===== config.mk =====
export PLATFORM = sky130hd
export DESIGN_NAME = npc_arbiter
export DESIGN_NICKNAME = d
export VERILOG_FILES = /design/src/rtl/ysyx_24080006_pkg.sv /design/src/rtl/npc_arb_rr2.sv /design/src/rtl/npc_arbiter.sv
export SDC_FILE = /design/constraint.sdc
export NUM_CORES = 1
export LEC_CHECK = 0
export BUFFER_PORTS_ARGS = -buffer_cell sky130_fd_sc_hd__buf_2
export CORE_AREA = 8 8 161 163
export DETAILED_ROUTE_END_ITERATION = 16
export DIE_AREA = 0 0 169 171
export GPL_ROUTABILITY_DRIVEN = 0
export GPL_TIMING_DRIVEN = 0
export HOLD_SLACK_MARGIN = 0.1
export PLACE_DENSITY = 0.61
export SLEW_MARGIN = 0
export SYNTH_ARGS = -nofsm -noshare
export SYNTH_HDL_FRONTEND = slang
export SYNTH_SLANG_ARGS = --single-unit

===== constraint.sdc =====
create_clock -name clock -period 2.07 [get_ports clock]
set_input_delay 0.1035 -clock clock [delete_from_list [all_inputs] [get_ports clock]]
set_output_delay 0.1035 -clock clock [all_outputs]
set_load 0.02 [all_outputs]

===== src/rtl/ysyx_24080006_pkg.sv =====
// Shared AXI channel structs plus the arbiter's state and grant encodings.
// The arbiter RTL and its bench both import this package.
package ysyx_24080006_pkg;

  localparam int ADDR_W = 32;
  localparam int DATA_W = 32;

  typedef struct packed {
    logic [ADDR_W-1:0] araddr;
    logic              arvalid;
    logic [7:0]        arlen;
    logic [2:0]        arsize;
    logic [1:0]        arburst;
    logic              rready;
  } axi_r_m2s_t;

  typedef struct packed {
    logic              arready;
    logic              rvalid;
    logic [1:0]        rresp;
    logic [DATA_W-1:0] rdata;
    logic              rlast;
  } axi_r_s2m_t;

  typedef struct packed {
    logic [ADDR_W-1:0]   awaddr;
    logic                awvalid;
    logic [7:0]          awlen;
    logic [2:0]          awsize;
    logic [1:0]          awburst;
    logic                wvalid;
    logic [DATA_W-1:0]   wdata;
    logic [DATA_W/8-1:0] wstrb;
    logic                wlast;
    logic                bready;
  } axi_w_m2s_t;

  typedef struct packed {
    logic       awready;
    logic       wready;
    logic       bvalid;
    logic [1:0] bresp;
  } axi_w_s2m_t;

  typedef enum logic [1:0] {R_IDLE, R_AR, R_R} rd_arb_state_e;
  typedef enum logic [1:0] {W_IDLE, W_AW, W_W, W_B} wr_arb_state_e;
  typedef enum logic {GNT_IFU, GNT_LSU} grant_e;

endpackage


===== src/rtl/npc_arb_rr2.sv =====
// Two-input picker for the read port. On a tie it alternates against
// last_grant, or always favours the LSU when RR_EN is 0.
module npc_arb_rr2
  import ysyx_24080006_pkg::*;
#(
  parameter bit RR_EN = 1'b1
) (
  input  logic   clock,
  input  logic   reset,
  input  logic   req_ifu,
  input  logic   req_lsu,
  input  logic   update,
  input  grant_e update_grant,
  output grant_e pick
);

  grant_e last_grant;

  // Starting at LSU means the IFU wins the first tie after reset.
  always_ff @(posedge clock) begin
    if (reset) begin
      last_grant <= GNT_LSU;
    end else if (update) begin
      last_grant <= update_grant;
    end
  end

  always_comb begin
    pick = GNT_LSU;
    if (req_ifu && !req_lsu) begin
      pick = GNT_IFU;
    end else if (req_ifu && req_lsu && RR_EN && (last_grant == GNT_LSU)) begin
      pick = GNT_IFU;
    end
  end

endmodule


===== src/rtl/npc_arbiter.sv =====
// Merges IFU reads and LSU reads/writes onto one AXI master. Address beats
// are latched and held on imd so the crossbar can route R/B by address.
module npc_arbiter
  import ysyx_24080006_pkg::*;
#(
  parameter bit RR_EN = 1'b1
) (
  input  logic       clock,
  input  logic       reset,
  input  axi_r_m2s_t ifu_r_m2s,
  output axi_r_s2m_t ifu_r_s2m,
  input  axi_r_m2s_t lsu_r_m2s,
  output axi_r_s2m_t lsu_r_s2m,
  input  axi_w_m2s_t lsu_w_m2s,
  output axi_w_s2m_t lsu_w_s2m,
  output axi_r_m2s_t imd_r_m2s,
  input  axi_r_s2m_t imd_r_s2m,
  output axi_w_m2s_t imd_w_m2s,
  input  axi_w_s2m_t imd_w_s2m
);

  rd_arb_state_e     rd_state;
  wr_arb_state_e     wr_state;
  grant_e            grant;
  grant_e            pick;
  axi_r_m2s_t        ar_sel;
  logic              ar_req;
  logic              r_done;
  logic [ADDR_W-1:0] ar_addr;
  logic [7:0]        ar_len;
  logic [2:0]        ar_size;
  logic [1:0]        ar_burst;
  logic [ADDR_W-1:0] aw_addr;
  logic [7:0]        aw_len;
  logic [2:0]        aw_size;
  logic [1:0]        aw_burst;

  assign ar_req = ifu_r_m2s.arvalid | lsu_r_m2s.arvalid;
  assign ar_sel = (pick == GNT_LSU) ? lsu_r_m2s : ifu_r_m2s;
  assign r_done = (rd_state == R_R) && imd_r_s2m.rvalid && imd_r_m2s.rready
                  && imd_r_s2m.rlast;

  npc_arb_rr2 #(
    .RR_EN(RR_EN)
  ) u_rr2 (
    .clock       (clock),
    .reset       (reset),
    .req_ifu     (ifu_r_m2s.arvalid),
    .req_lsu     (lsu_r_m2s.arvalid),
    .update      (r_done),
    .update_grant(grant),
    .pick        (pick)
  );

  always_ff @(posedge clock) begin
    if (reset) begin
      rd_state <= R_IDLE;
      grant    <= GNT_IFU;
      ar_addr  <= '0;
      ar_len   <= '0;
      ar_size  <= '0;
      ar_burst <= '0;
    end else begin
      case (rd_state)
        R_IDLE: if (ar_req) begin
          grant    <= pick;
          ar_addr  <= ar_sel.araddr;
          ar_len   <= ar_sel.arlen;
          ar_size  <= ar_sel.arsize;
          ar_burst <= ar_sel.arburst;
          rd_state <= R_AR;
        end
        R_AR:    if (imd_r_s2m.arready) rd_state <= R_R;
        R_R:     if (r_done) rd_state <= R_IDLE;
        default: rd_state <= R_IDLE;
      endcase
    end
  end

  // R data fans out to both masters; only rvalid selects the owner.
  always_comb begin
    ifu_r_s2m         = '0;
    lsu_r_s2m         = '0;
    imd_r_m2s         = '0;
    imd_r_m2s.araddr  = ar_addr;
    imd_r_m2s.arlen   = ar_len;
    imd_r_m2s.arsize  = ar_size;
    imd_r_m2s.arburst = ar_burst;
    imd_r_m2s.arvalid = (rd_state == R_AR);
    ifu_r_s2m.rresp   = imd_r_s2m.rresp;
    ifu_r_s2m.rdata   = imd_r_s2m.rdata;
    ifu_r_s2m.rlast   = imd_r_s2m.rlast;
    lsu_r_s2m.rresp   = imd_r_s2m.rresp;
    lsu_r_s2m.rdata   = imd_r_s2m.rdata;
    lsu_r_s2m.rlast   = imd_r_s2m.rlast;
    if ((rd_state == R_IDLE) && ar_req) begin
      if (pick == GNT_LSU) lsu_r_s2m.arready = 1'b1;
      else                 ifu_r_s2m.arready = 1'b1;
    end
    if (rd_state == R_R) begin
      if (grant == GNT_LSU) begin
        imd_r_m2s.rready = lsu_r_m2s.rready;
        lsu_r_s2m.rvalid = imd_r_s2m.rvalid;
      end else begin
        imd_r_m2s.rready = ifu_r_m2s.rready;
        ifu_r_s2m.rvalid = imd_r_s2m.rvalid;
      end
    end
  end

  always_ff @(posedge clock) begin
    if (reset) begin
      wr_state <= W_IDLE;
      aw_addr  <= '0;
      aw_len   <= '0;
      aw_size  <= '0;
      aw_burst <= '0;
    end else begin
      case (wr_state)
        W_IDLE: if (lsu_w_m2s.awvalid) begin
          aw_addr  <= lsu_w_m2s.awaddr;
          aw_len   <= lsu_w_m2s.awlen;
          aw_size  <= lsu_w_m2s.awsize;
          aw_burst <= lsu_w_m2s.awburst;
          wr_state <= W_AW;
        end
        W_AW: if (imd_w_s2m.awready) wr_state <= W_W;
        W_W:  if (lsu_w_m2s.wvalid && imd_w_s2m.wready && lsu_w_m2s.wlast) wr_state <= W_B;
        W_B:  if (imd_w_s2m.bvalid && lsu_w_m2s.bready) wr_state <= W_IDLE;
        default: wr_state <= W_IDLE;
      endcase
    end
  end

  // W is blocked outside W_W so early LSU data never reaches the crossbar.
  always_comb begin
    lsu_w_s2m         = '0;
    imd_w_m2s         = '0;
    imd_w_m2s.awaddr  = aw_addr;
    imd_w_m2s.awlen   = aw_len;
    imd_w_m2s.awsize  = aw_size;
    imd_w_m2s.awburst = aw_burst;
    imd_w_m2s.awvalid = (wr_state == W_AW);
    lsu_w_s2m.awready = (wr_state == W_IDLE);
    if (wr_state == W_W) begin
      imd_w_m2s.wvalid  = lsu_w_m2s.wvalid;
      imd_w_m2s.wdata   = lsu_w_m2s.wdata;
      imd_w_m2s.wstrb   = lsu_w_m2s.wstrb;
      imd_w_m2s.wlast   = lsu_w_m2s.wlast;
      lsu_w_s2m.wready  = imd_w_s2m.wready;
    end
    if (wr_state == W_B) begin
      imd_w_m2s.bready  = lsu_w_m2s.bready;
      lsu_w_s2m.bvalid  = imd_w_s2m.bvalid;
      lsu_w_s2m.bresp   = imd_w_s2m.bresp;
    end
  end

endmodule


==> flow_summary.toml <==
[timing]
finalHoldViolCount = 0
slew_headroom = 0.479
slew_viol_final = 0
min_period_ns = 1.92
clock.fmax_mhz = 521
skew_ns = 0.00875
period_share = 0.927
rsz0062_at_grt = "no"
tightest_slew_ns = 0.781
setup-violations-final = 0
fin_setup_tns_ns = 0

[place]
numPortBuffers = 398
dp_hpwl_um = 19800
placed_area_um2 = 7230

[die]
io_pins = 434
core_um2 = 23300
dieWidth_um = 169
die_area_um2 = 28900
start_util = 0.208
rows = 56
die_h_um = 171

[grt]
grt_overflow = 0
grt_max_degree = 21
grt_pass1_vias = 6623
grt_pass1_wl_um = 38300
antenna_found_initial = 1
track_usage = 0.169

[clock_network]
numCtsBuffers = 9
cts_max_level = 3
cts_tree = "done"
clkSlewWorstSetupHoldPaths_ns = 0.08
clk_path_buf_depth = 2
clkSinkCount = 96
clk_latency_ns = 0.35
root_buffer = "clkbuf_16"

[worst_setup_path]
cp.arrival_ns = 1.82
cpPeakStageDelay_ns = 0.38
start_kind = "register"
cp_common_cell = "buf_2"
path_class = "register to primary output"
cp_max_fo = 19
path_cells = "nor3b_1 -> buf_4 -> buf_2 -> and2_1 -> buf_2"
required_ns = 1.97
slowest_stage = "dfxtp_1"
endpoint_kind = "primary output"

[logic_synthesis]
synth_cell_types = 29
synth_top_cell_area_share = 0.397
syn_inst = 623
synth_seq_cells = 96
synth_area_leaders = "dfxtp_1 (40%), buf_4 (11%), nand3_1 (9.4%)"
ys_async_sr_fraction = 0
syn_area_um2 = 4840
syn_area_per_cell_um2 = 7.77
synth-edff-count = 0
synth_seq_area_share = 0.397
synth_fp_nets = 851
netlist_top_cells_count = "dfxtp_1 (96), nand2_1 (93), nand3_1 (91), buf_4 (73), a21oi_1 (47)"
synth.most_common_cell = "dfxtp_1"
yosysWarnings = 0
ys.flop_type = "dfxtp_1"
yosys.area.top_type = "dfxtp_1"

[routing]
finalWirelength_um = 26000
avgViaCountPerCell = 4.34
routedWlPerCell_um = 17.4
ant_nets = 0
drcViolationCount = 0
via_count = 6475
dr.pass1.iters = 5
drt_iter0_drc = 323

[status]
outcome = "completed"

[finish]
fin_nets = 1396
diodes = 0
syn_to_final_growth_pct = 84.0
fillers = 2414
stdcell_area_um2 = 8910
drive_gt1_frac = 0.433
seq_area_um2 = 1920
multi_input_area_um2 = 2100

[power]
pwr_density_cell_nw_per_um2 = 792
p_leak_nw = 4.38
vdd_drop_max_mv = 0.322
power_w = 0.00705

[job]
drv_cap = 0

[hold_path]
hp-class = "input port to register"
logic make-up (layout without fill, tap and decap cells):
logic type      after synthesis  after routing  share of synthesized area
fa+ha+maj                     5              5                     0.0129
simple gates                250            250                      0.250
mux                           3              3                    0.00620
buf+inv                     126            676                      0.168
flops                        96             96                      0.397
compound gates              143            143                      0.166
layout by cell type, fill, tap and decap left out, types with 3 or more instances in the layout:
cell type / n
a31oi_1: 45
nand2_1: 93
nor2_1: 5
buf_2: 403
dlygate4sd3_1: 136
clkbuf_16: 9
clkbuf_1: 31
mux2i_1: 3
nand2b_1: 5
and2_1: 45
buf_4: 74
inv_1: 3
ha_1: 5
dfxtp_1: 95
o21ai_0: 46
nand3_1: 91
clkbuf_2: 4
a21oi_1: 47
buf_6: 8
nor2b_1: 3
layer usage:
metal / routed length [um] / share of wire / track usage
met5: 13 / 0.00050 / 0
met4: 446 / 0.017 / 0.0477
met3: 2490 / 0.096 / 0.0581
met2: 13400 / 0.51 / 0.319
met1: 9670 / 0.37 / 0.174
state kept, by name, summed over array words and instances (netlist names):
name              count
ar_size               3
wr_state              2
ar_addr              32
aw_len                8
aw_addr              32
ar_len                8
grant                 1
rd_state              2
aw_size               3
aw_burst              2
u_rr2.last_grant      1
ar_burst              2
stage by stage:
stage / utilization / instances / hold slack (ns) / worst slack (ns)
6_report: 0.383 / 1492 / 0.143 / 0.151
5_1_grt: 0.383 / 1492 / 0.159 / 0.0269
4_1_cts: 0.383 / 1494 / 0.108 / 0.0277
3_5_place_dp: 0.311 / 1340 / 0.351 / 0.0912
3_3_place_gp: 0.311 / 1340 / 0.346 / 0.133
2_1_floorplan: - / 623 / 0.240 / 0.503
power by group:
group,switching (W),leakage (nW),total (W),internal [W]
clock,0.000922,0.150,0.00179,0.000872
sequential,0.000148,0.790,0.00226,0.00211
combinational,0.00183,3.44,0.00300,0.00117
layout make-up:
type,count,share of cell area
Clock buffer,9,0.0253
Buffer,122,0.0902
Sequential cell,96,0.216
Clock inverter,7,0.00913
Tap cell,319,0.0448
Timing Repair Buffer,535,0.377
Inverter,3,0.00126
Multi-Input combinational cell,401,0.236
timing repair:
item,in CTS,in global routing
resized for setup,0,9
pin swaps,1,0
buffers inserted,2,0
hold endpoints to repair,92,0
hold buffers,136,0
gates cloned,0,0
endpoints found under the setup margin,1,18
worst paths after layout:
check / to / depth (start not counted) / slack [ns] / from
worst max-delay path: ifu_r_s2m[36] / 5 / 0.15 / rd_state[0]
worst min-delay path: u_rr2.last_grant / 4 / 0.14 / imd_r_s2m[35]
worst max register to register: ar_len[2] / 6 / 0.17 / u_rr2.last_grant
worst min register to register: aw_len[1] / 2 / 0.45 / aw_len[1]
worst max-delay path: cells and delay by family, from the launching register on:
kind | cells | cell delay [ns]
buf+inv | 3 | 0.72
flops | 1 | 0.38
simple gates | 2 | 0.36
Note: power is estimated with default switching activity, not from simulation.
